$ cat config.mk
export PLATFORM = sky130hd
export DESIGN_NAME = serial_adder_ctrl
export DESIGN_NICKNAME = d
export VERILOG_FILES = /design/src/rtl/serial_add_pkg.sv /design/src/rtl/serial_fa_bit.sv /design/src/rtl/serial_adder_ctrl.sv
export SDC_FILE = /design/constraint.sdc
export NUM_CORES = 1
export LEC_CHECK = 0
export ABC_CLOCK_PERIOD_IN_PS = 1670
export CORE_MARGIN = 5
export CORE_UTILIZATION = 30
export DETAILED_ROUTE_END_ITERATION = 16
export PLACE_DENSITY_LB_ADDON = 0.12
export SETUP_SLACK_MARGIN = 0.02
export SYNTH_ARGS = -nofsm -noshare
export SYNTH_HDL_FRONTEND = slang
export SYNTH_HIERARCHICAL = 1
export SYNTH_SLANG_ARGS = --single-unit
$ cat constraint.sdc
create_clock -name clk -period 1.67 [get_ports clk]
set_input_delay 0.167 -clock clk [delete_from_list [all_inputs] [get_ports clk]]
set_output_delay 0.167 -clock clk [all_outputs]
set_load 0.005 [all_outputs]
$ cat src/rtl/serial_add_pkg.sv
`default_nettype none
// ============================================================================
//  Module   : serial_add_pkg
//  Purpose  : Shared types and helpers for the bit-serial adder controller.
//             - state_e       : controller FSM encoding (2-bit)
//             - DEFAULT_WIDTH : default operand/result width
//             - full_add_ref  : 1-bit full-add reference returning {cout, s}
//  Revision : 1.0 - initial release
// ============================================================================
package serial_add_pkg;

    localparam int DEFAULT_WIDTH = 8;

    typedef enum logic [1:0] {
        IDLE = 2'd0,
        RUN  = 2'd1,
        DONE = 2'd2
    } state_e;

    // Behavioural full add, independent of the gate-level bit cell.
    function automatic logic [1:0] full_add_ref(input logic a, input logic b, input logic cin);
        logic s;
        logic cout;
        s    = a ^ b ^ cin;
        cout = (a & b) | (cin & (a ^ b));
        return {cout, s};
    endfunction

endpackage
`default_nettype wire

$ cat src/rtl/serial_fa_bit.sv
`default_nettype none
// ============================================================================
//  Module   : serial_fa_bit
//  Purpose  : Combinational 1-bit full adder built from two cascaded
//             half-add stages; the two stage carries are ORed together.
//  Ports    : a, b   - operand bits
//             cin    - carry in
//             s      - sum bit
//             cout   - carry out
//  Revision : 1.0 - initial release
// ============================================================================
module serial_fa_bit (
    input  logic a,
    input  logic b,
    input  logic cin,
    output logic s,
    output logic cout
);

    logic w_p;   // first half-add sum (propagate)
    logic w_g0;  // first half-add carry (generate)
    logic w_g1;  // second half-add carry

    assign w_p  = a ^ b;
    assign w_g0 = a & b;

    assign s    = w_p ^ cin;
    assign w_g1 = w_p & cin;

    // Both stage carries can never be high together, so OR is exact.
    assign cout = w_g0 | w_g1;

endmodule
`default_nettype wire

$ cat src/rtl/serial_adder_ctrl.sv
`default_nettype none
// ============================================================================
//  Module   : serial_adder_ctrl
//  Purpose  : Bit-serial adder controller. Accepts an operand pair over a
//             valid/ready handshake, adds it LSB-first through a single
//             1-bit full adder over WIDTH cycles, and presents
//             {carry_out, sum} on an output valid/ready handshake.
//  Ports    : clk, rst            - clock, asynchronous active-high reset
//             in_valid, in_ready  - operand handshake
//             a, b                - WIDTH-bit operands
//             out_valid, out_ready- result handshake
//             sum                 - a+b modulo 2^WIDTH
//             carry_out           - bit WIDTH of a+b
//  Revision : 1.0 - initial release
// ============================================================================
module serial_adder_ctrl
    import serial_add_pkg::*;
#(
    parameter int WIDTH = DEFAULT_WIDTH,
    parameter int CNT_W = $clog2(WIDTH)
) (
    input  logic             clk,
    input  logic             rst,
    input  logic             in_valid,
    output logic             in_ready,
    input  logic [WIDTH-1:0] a,
    input  logic [WIDTH-1:0] b,
    output logic             out_valid,
    input  logic             out_ready,
    output logic [WIDTH-1:0] sum,
    output logic             carry_out
);

    localparam logic [CNT_W-1:0] c_CNT_LAST = CNT_W'(WIDTH - 1);
    localparam logic [CNT_W-1:0] c_CNT_ONE  = CNT_W'(1);

    state_e             r_state;
    state_e             w_state_nxt;
    logic [WIDTH-1:0]   r_sh_a;
    logic [WIDTH-1:0]   r_sh_b;
    logic [WIDTH-1:0]   r_result;
    logic               r_carry;
    logic [CNT_W-1:0]   r_cnt;

    logic               w_accept;
    logic               w_s;
    logic               w_cout;

    assign w_accept = in_valid && in_ready;

    // ------------------------------------------------------------------
    // Single shared bit cell: always looks at the current LSBs and carry.
    // ------------------------------------------------------------------
    serial_fa_bit u_fa (
        .a    (r_sh_a[0]),
        .b    (r_sh_b[0]),
        .cin  (r_carry),
        .s    (w_s),
        .cout (w_cout)
    );

    // ------------------------------------------------------------------
    // FSM: state register
    // ------------------------------------------------------------------
    always_ff @(posedge clk or posedge rst) begin
        if (rst) begin
            r_state <= IDLE;
        end else begin
            r_state <= w_state_nxt;
        end
    end

    // ------------------------------------------------------------------
    // FSM: next-state logic
    // ------------------------------------------------------------------
    always_comb begin
        w_state_nxt = r_state;
        case (r_state)
            IDLE:    if (w_accept)             w_state_nxt = RUN;
            RUN:     if (r_cnt == c_CNT_LAST)  w_state_nxt = DONE;
            DONE:    if (out_ready)            w_state_nxt = IDLE;
            default:                           w_state_nxt = IDLE;
        endcase
    end

    // ------------------------------------------------------------------
    // FSM: outputs. in_ready is masked by rst so nothing is accepted while
    // the controller is held in reset.
    // ------------------------------------------------------------------
    always_comb begin
        in_ready  = 1'b0;
        out_valid = 1'b0;
        case (r_state)
            IDLE:    in_ready  = !rst;
            DONE:    out_valid = 1'b1;
            default: ;
        endcase
    end

    // Result registers only move on accept (clear) and in RUN, so they hold
    // through DONE and on into IDLE until the next accept.
    assign sum       = r_result;
    assign carry_out = r_carry;

    // ------------------------------------------------------------------
    // Datapath: operand shifters, result shifter, carry and bit counter
    // ------------------------------------------------------------------
    always_ff @(posedge clk or posedge rst) begin
        if (rst) begin
            r_sh_a   <= '0;
            r_sh_b   <= '0;
            r_result <= '0;
            r_carry  <= 1'b0;
            r_cnt    <= '0;
        end else begin
            case (r_state)
                IDLE: begin
                    if (w_accept) begin
                        r_sh_a   <= a;
                        r_sh_b   <= b;
                        r_result <= '0;
                        r_carry  <= 1'b0;
                        r_cnt    <= '0;
                    end
                end
                RUN: begin
                    r_sh_a   <= {1'b0, r_sh_a[WIDTH-1:1]};
                    r_sh_b   <= {1'b0, r_sh_b[WIDTH-1:1]};
                    // Sum bits enter at the MSB; after WIDTH shifts bit 0
                    // of the sum has arrived at result[0].
                    r_result <= {w_s, r_result[WIDTH-1:1]};
                    r_carry  <= w_cout;
                    r_cnt    <= r_cnt + c_CNT_ONE;
                end
                default: ;
            endcase
        end
    end

`ifndef SYNTHESIS
    // ------------------------------------------------------------------
    // Simulation-only checking: shadow operands and a cycles-since-accept
    // tracker, both cleared by reset so an aborted operation is forgotten.
    // The tracker reads 1 after the accepting edge and WIDTH+1 on the
    // cycle in which out_valid must first be seen.
    // ------------------------------------------------------------------
    localparam int               c_LAT_W    = CNT_W + 2;
    localparam logic [c_LAT_W-1:0] c_LAT_ONE  = c_LAT_W'(1);
    localparam logic [c_LAT_W-1:0] c_LAT_DONE = c_LAT_W'(WIDTH + 1);

    logic [WIDTH-1:0]   r_sim_a;
    logic [WIDTH-1:0]   r_sim_b;
    logic [c_LAT_W-1:0] r_sim_lat;

    always_ff @(posedge clk or posedge rst) begin
        if (rst) begin
            r_sim_a   <= '0;
            r_sim_b   <= '0;
            r_sim_lat <= '0;
        end else begin
            if (w_accept) begin
                r_sim_a   <= a;
                r_sim_b   <= b;
                r_sim_lat <= c_LAT_ONE;
            end else if (r_sim_lat == c_LAT_DONE) begin
                r_sim_lat <= '0;
            end else if (r_sim_lat != '0) begin
                r_sim_lat <= r_sim_lat + c_LAT_ONE;
            end
        end
    end

    a_hold: assert property (@(posedge clk) disable iff (rst)
        out_valid && !out_ready |=> out_valid && $stable(sum) && $stable(carry_out))
        $display("sva a_hold: pass");
    else
        $display("sva a_hold: violated at %0t", $time);

    a_excl: assert property (@(posedge clk) disable iff (rst)
        !(in_ready && out_valid))
        $display("sva a_excl: pass");
    else
        $display("sva a_excl: violated at %0t", $time);

    a_latency: assert property (@(posedge clk) disable iff (rst)
        (r_sim_lat == c_LAT_DONE) |-> out_valid)
        $display("sva a_latency: pass");
    else
        $display("sva a_latency: violated at %0t", $time);

    a_not_early: assert property (@(posedge clk) disable iff (rst)
        (r_sim_lat != '0 && r_sim_lat != c_LAT_DONE) |-> !out_valid)
        $display("sva a_not_early: pass");
    else
        $display("sva a_not_early: violated at %0t", $time);

    a_result: assert property (@(posedge clk) disable iff (rst)
        $rose(out_valid) |-> ({carry_out, sum} == ({1'b0, r_sim_a} + {1'b0, r_sim_b})))
        $display("sva a_result: pass");
    else
        $display("sva a_result: violated at %0t", $time);
`endif

endmodule
`default_nettype wire
==> results.json <==
{
  "hold_path_class": "in2async",
  "ys_seq_area_share_pct": 50.63,
  "placedCellCount": 213,
  "setup_viol": 0,
  "grt_max_degree": 31,
  "fin_cells": 223,
  "synth.distinct_cells": 29,
  "cts_root_buf": "clkbuf_8",
  "synth_ff_type": "dfrtp_1",
  "drc": 0,
  "dieArea_mm2": 0.006448,
  "ir_drop_mv": 0.6907,
  "track_usage_pct": 11.05,
  "synth_top_area_share_pct": 50.63,
  "antenna_found_initial": 0,
  "synth.mux.area_fraction_pct": 1.519,
  "cp_max_fo": 6,
  "period_minus_slack_ns": 1.559,
  "synth_edf_count": 0,
  "crit_required_ns": 1.50,
  "vias_per_cell": 4.691,
  "portBuffers": 30,
  "synthAdderAreaFrac_pct": 3.038,
  "path_clk_slew_ns": 0.07,
  "worstMarginPinSlew_ns": 0.4006,
  "io_pins": 31,
  "cts_max_level": 2,
  "yosys-top-cells-area": "dfrtp_1 (51%), a22oi_1 (8.1%), a22o_1 (6.5%), o2bb2ai_1 (6.5%), nor2b_1 (4.2%)",
  "ys_warn_count": 6,
  "postRouteWirelength_um": 3218,
  "core_mm2": 0.004755,
  "fin_worst_skew_ns": 0.008148,
  "syn_area_per_cell_um2": 12.57,
  "status": "finished clean",
  "leakage_nw": 0.8360,
  "cp_cell_sequence": "nor2b_2 > clkdlybuf4s50_1",
  "clock_latency_ns": 0.28,
  "clock_sinks": 30,
  "fin_nets": 178,
  "cts_tree": "done",
  "grt_pass1_wl_um": 5520,
  "final_cell_mix": "clkdlybuf4s50_1 (29), dfrtp_1 (28), a22oi_1 (16)",
  "vias": 1046,
  "num_rows": 25,
  "dp_hpwl_um": 2053,
  "path_buf_inv": 1,
  "slew_violations": 0,
  "grt_pass1_vias": 1107,
  "yosysTopAreaCell": "dfrtp_1",
  "synth_compound_area_share_pct": 26.24,
  "start_util_pct": 31.18,
  "ys_seq_elements": 30,
  "synth_top_family_by_area": "compound AO/OA/AOI/OAI gates",
  "path_class": "reg2out",
  "setup_tns_ns": 0,
  "max_freq_ghz": 0.6415,
  "synth_xor_area_share_pct": 0,
  "syn_inst": 118,
  "yosys.area_share.simple_pct": 11.56,
  "die_x_um": 80.30,
  "layout-drive-gt1-share_pct": 18.59,
  "slew_headroom_pct": 73.24,
  "grt_overflow": 0,
  "layout_commonest_cell": "clkdlybuf4s50_1",
  "fin_crit_sh_pct": 93.35,
  "p_total_mw": 3.095,
  "drt_first_pass_iters": 4,
  "synth_nets": 141,
  "power_density_mw_per_mm2": 1579,
  "first_iter_violations": 45,
  "clockBufferDepth": 2,
  "diodes": 0,
  "cp-end-kind": "output pin",
  "synth-async-reset-ratio_pct": 100.0,
  "numCtsBuffers": 5,
  "syn_area_mm2": 0.001483,
  "rsz0062_at_grt": "no",
  "final-hold-violation-count": 0,
  "max_stage_delay_ns": 0.52,
  "crit_family": "buffers and inverters",
  "ant_nets": 0,
  "die_h_um": 80.30,
  "routedWlPerCell_um": 14.43,
  "crit_arrival_ns": 1.39,
  "area_delta_synth_final_pct": 32.15,
  "maxCapViolations": 0,
  "place_congestion": 0.7569,
  "cp-start-kind": "register",
  "slowest_stage": "clkdlybuf4s50_1"
}
stage by stage:
stage	setup slack (ns)	hold slack [ns]	area (µm²)	utilization, %
global route	0.04424	0.5086	1959	41.21
finish	0.1110	0.4661	1959	41.21
global placement	0.09835	0.4717	1843	38.76
CTS	0.02368	0.4633	1952	41.05
detailed placement	0.06100	0.4745	1843	38.76
floorplan	0.5074	0.2578	1483	-
worst paths after layout:
kind	start	endpoint	slack, ns	cells past startpoint
setup / recovery	r_state[0]	out_valid	0.11	2
hold / removal	rst	r_sh_b[7]	0.47	3
setup reg to reg	r_state[1]	sum[7]	0.40	4
hold reg to reg	r_sh_b[2]	r_sh_b[2]	0.49	1
max in group asynchronous	rst	r_state[0]	1.02	3
min in group clk	out_ready	r_state[1]	0.48	3
area by class of cell:
class,count,area [µm²]
Fill cell,474,2795
Sequential cell,30,753.2
Timing Repair Buffer,40,390.4
Clock buffer,7,86.33
Clock inverter,1,5.005
Inverter,2,7.507
Multi-Input combinational cell,76,633.1
Tap cell,67,83.83
synthesized netlist by cell type (all sizes together), types with 2 or more instances:
library cell  count
dfrtp            30
a22oi            16
nor2b            13
a22o             12
o2bb2ai          11
buf               9
o21ai             5
a21oi             3
and4bb            2
ha                2
inv               2
mux2              2
nand2             2
logic make-up (layout without fill, tap and decap cells):
kind of cell / count (synthesis) / in the layout
mux: 2 / 2
fa+ha+maj: 3 / 3
compound gates: 48 / 48
flops: 30 / 30
buf+inv: 12 / 50
simple gates: 23 / 23
flip-flops by register name, indices dropped and copies added (netlist names):
register,count
r_sh_a,8
r_state,2
r_sh_b,8
r_cnt,3
carry_out,1
sum,8
tightest hold or removal path, stage by stage:
cell and delay, ns:
clkdlybuf4s50_1 0.55, inv_1 0.17, buf_12 0.21
where the power goes:
group | switching, mW | leakage, nW | internal [mW]
Sequential | 0.213 | 0.391 | 1.02
Clock | 0.268 | 0.0482 | 0.332
Combinational | 0.559 | 0.396 | 0.707
Total | 1.04 | 0.836 | 2.05
what timing repair did:
item,CTS,global route
setup buffers,2,0
hold buffers,0,0
gates resized for setup,2,2
cloned,0,0
pin swaps,0,1
endpoints found under the hold margin,0,0
endpoints found under the setup margin,2,1
layer usage:
metal  part of all wire, %  wire [µm]  track usage (%)  vias up
met5                     0          0                0        -
met4                   1.2         40            4.561        0
met3                   4.4        143            3.139        4
met2                    45       1456            16.06       21
met1                    49       1578            15.27      500
li1                      -          -                -      521
Power figures use the tool's default switching activity.
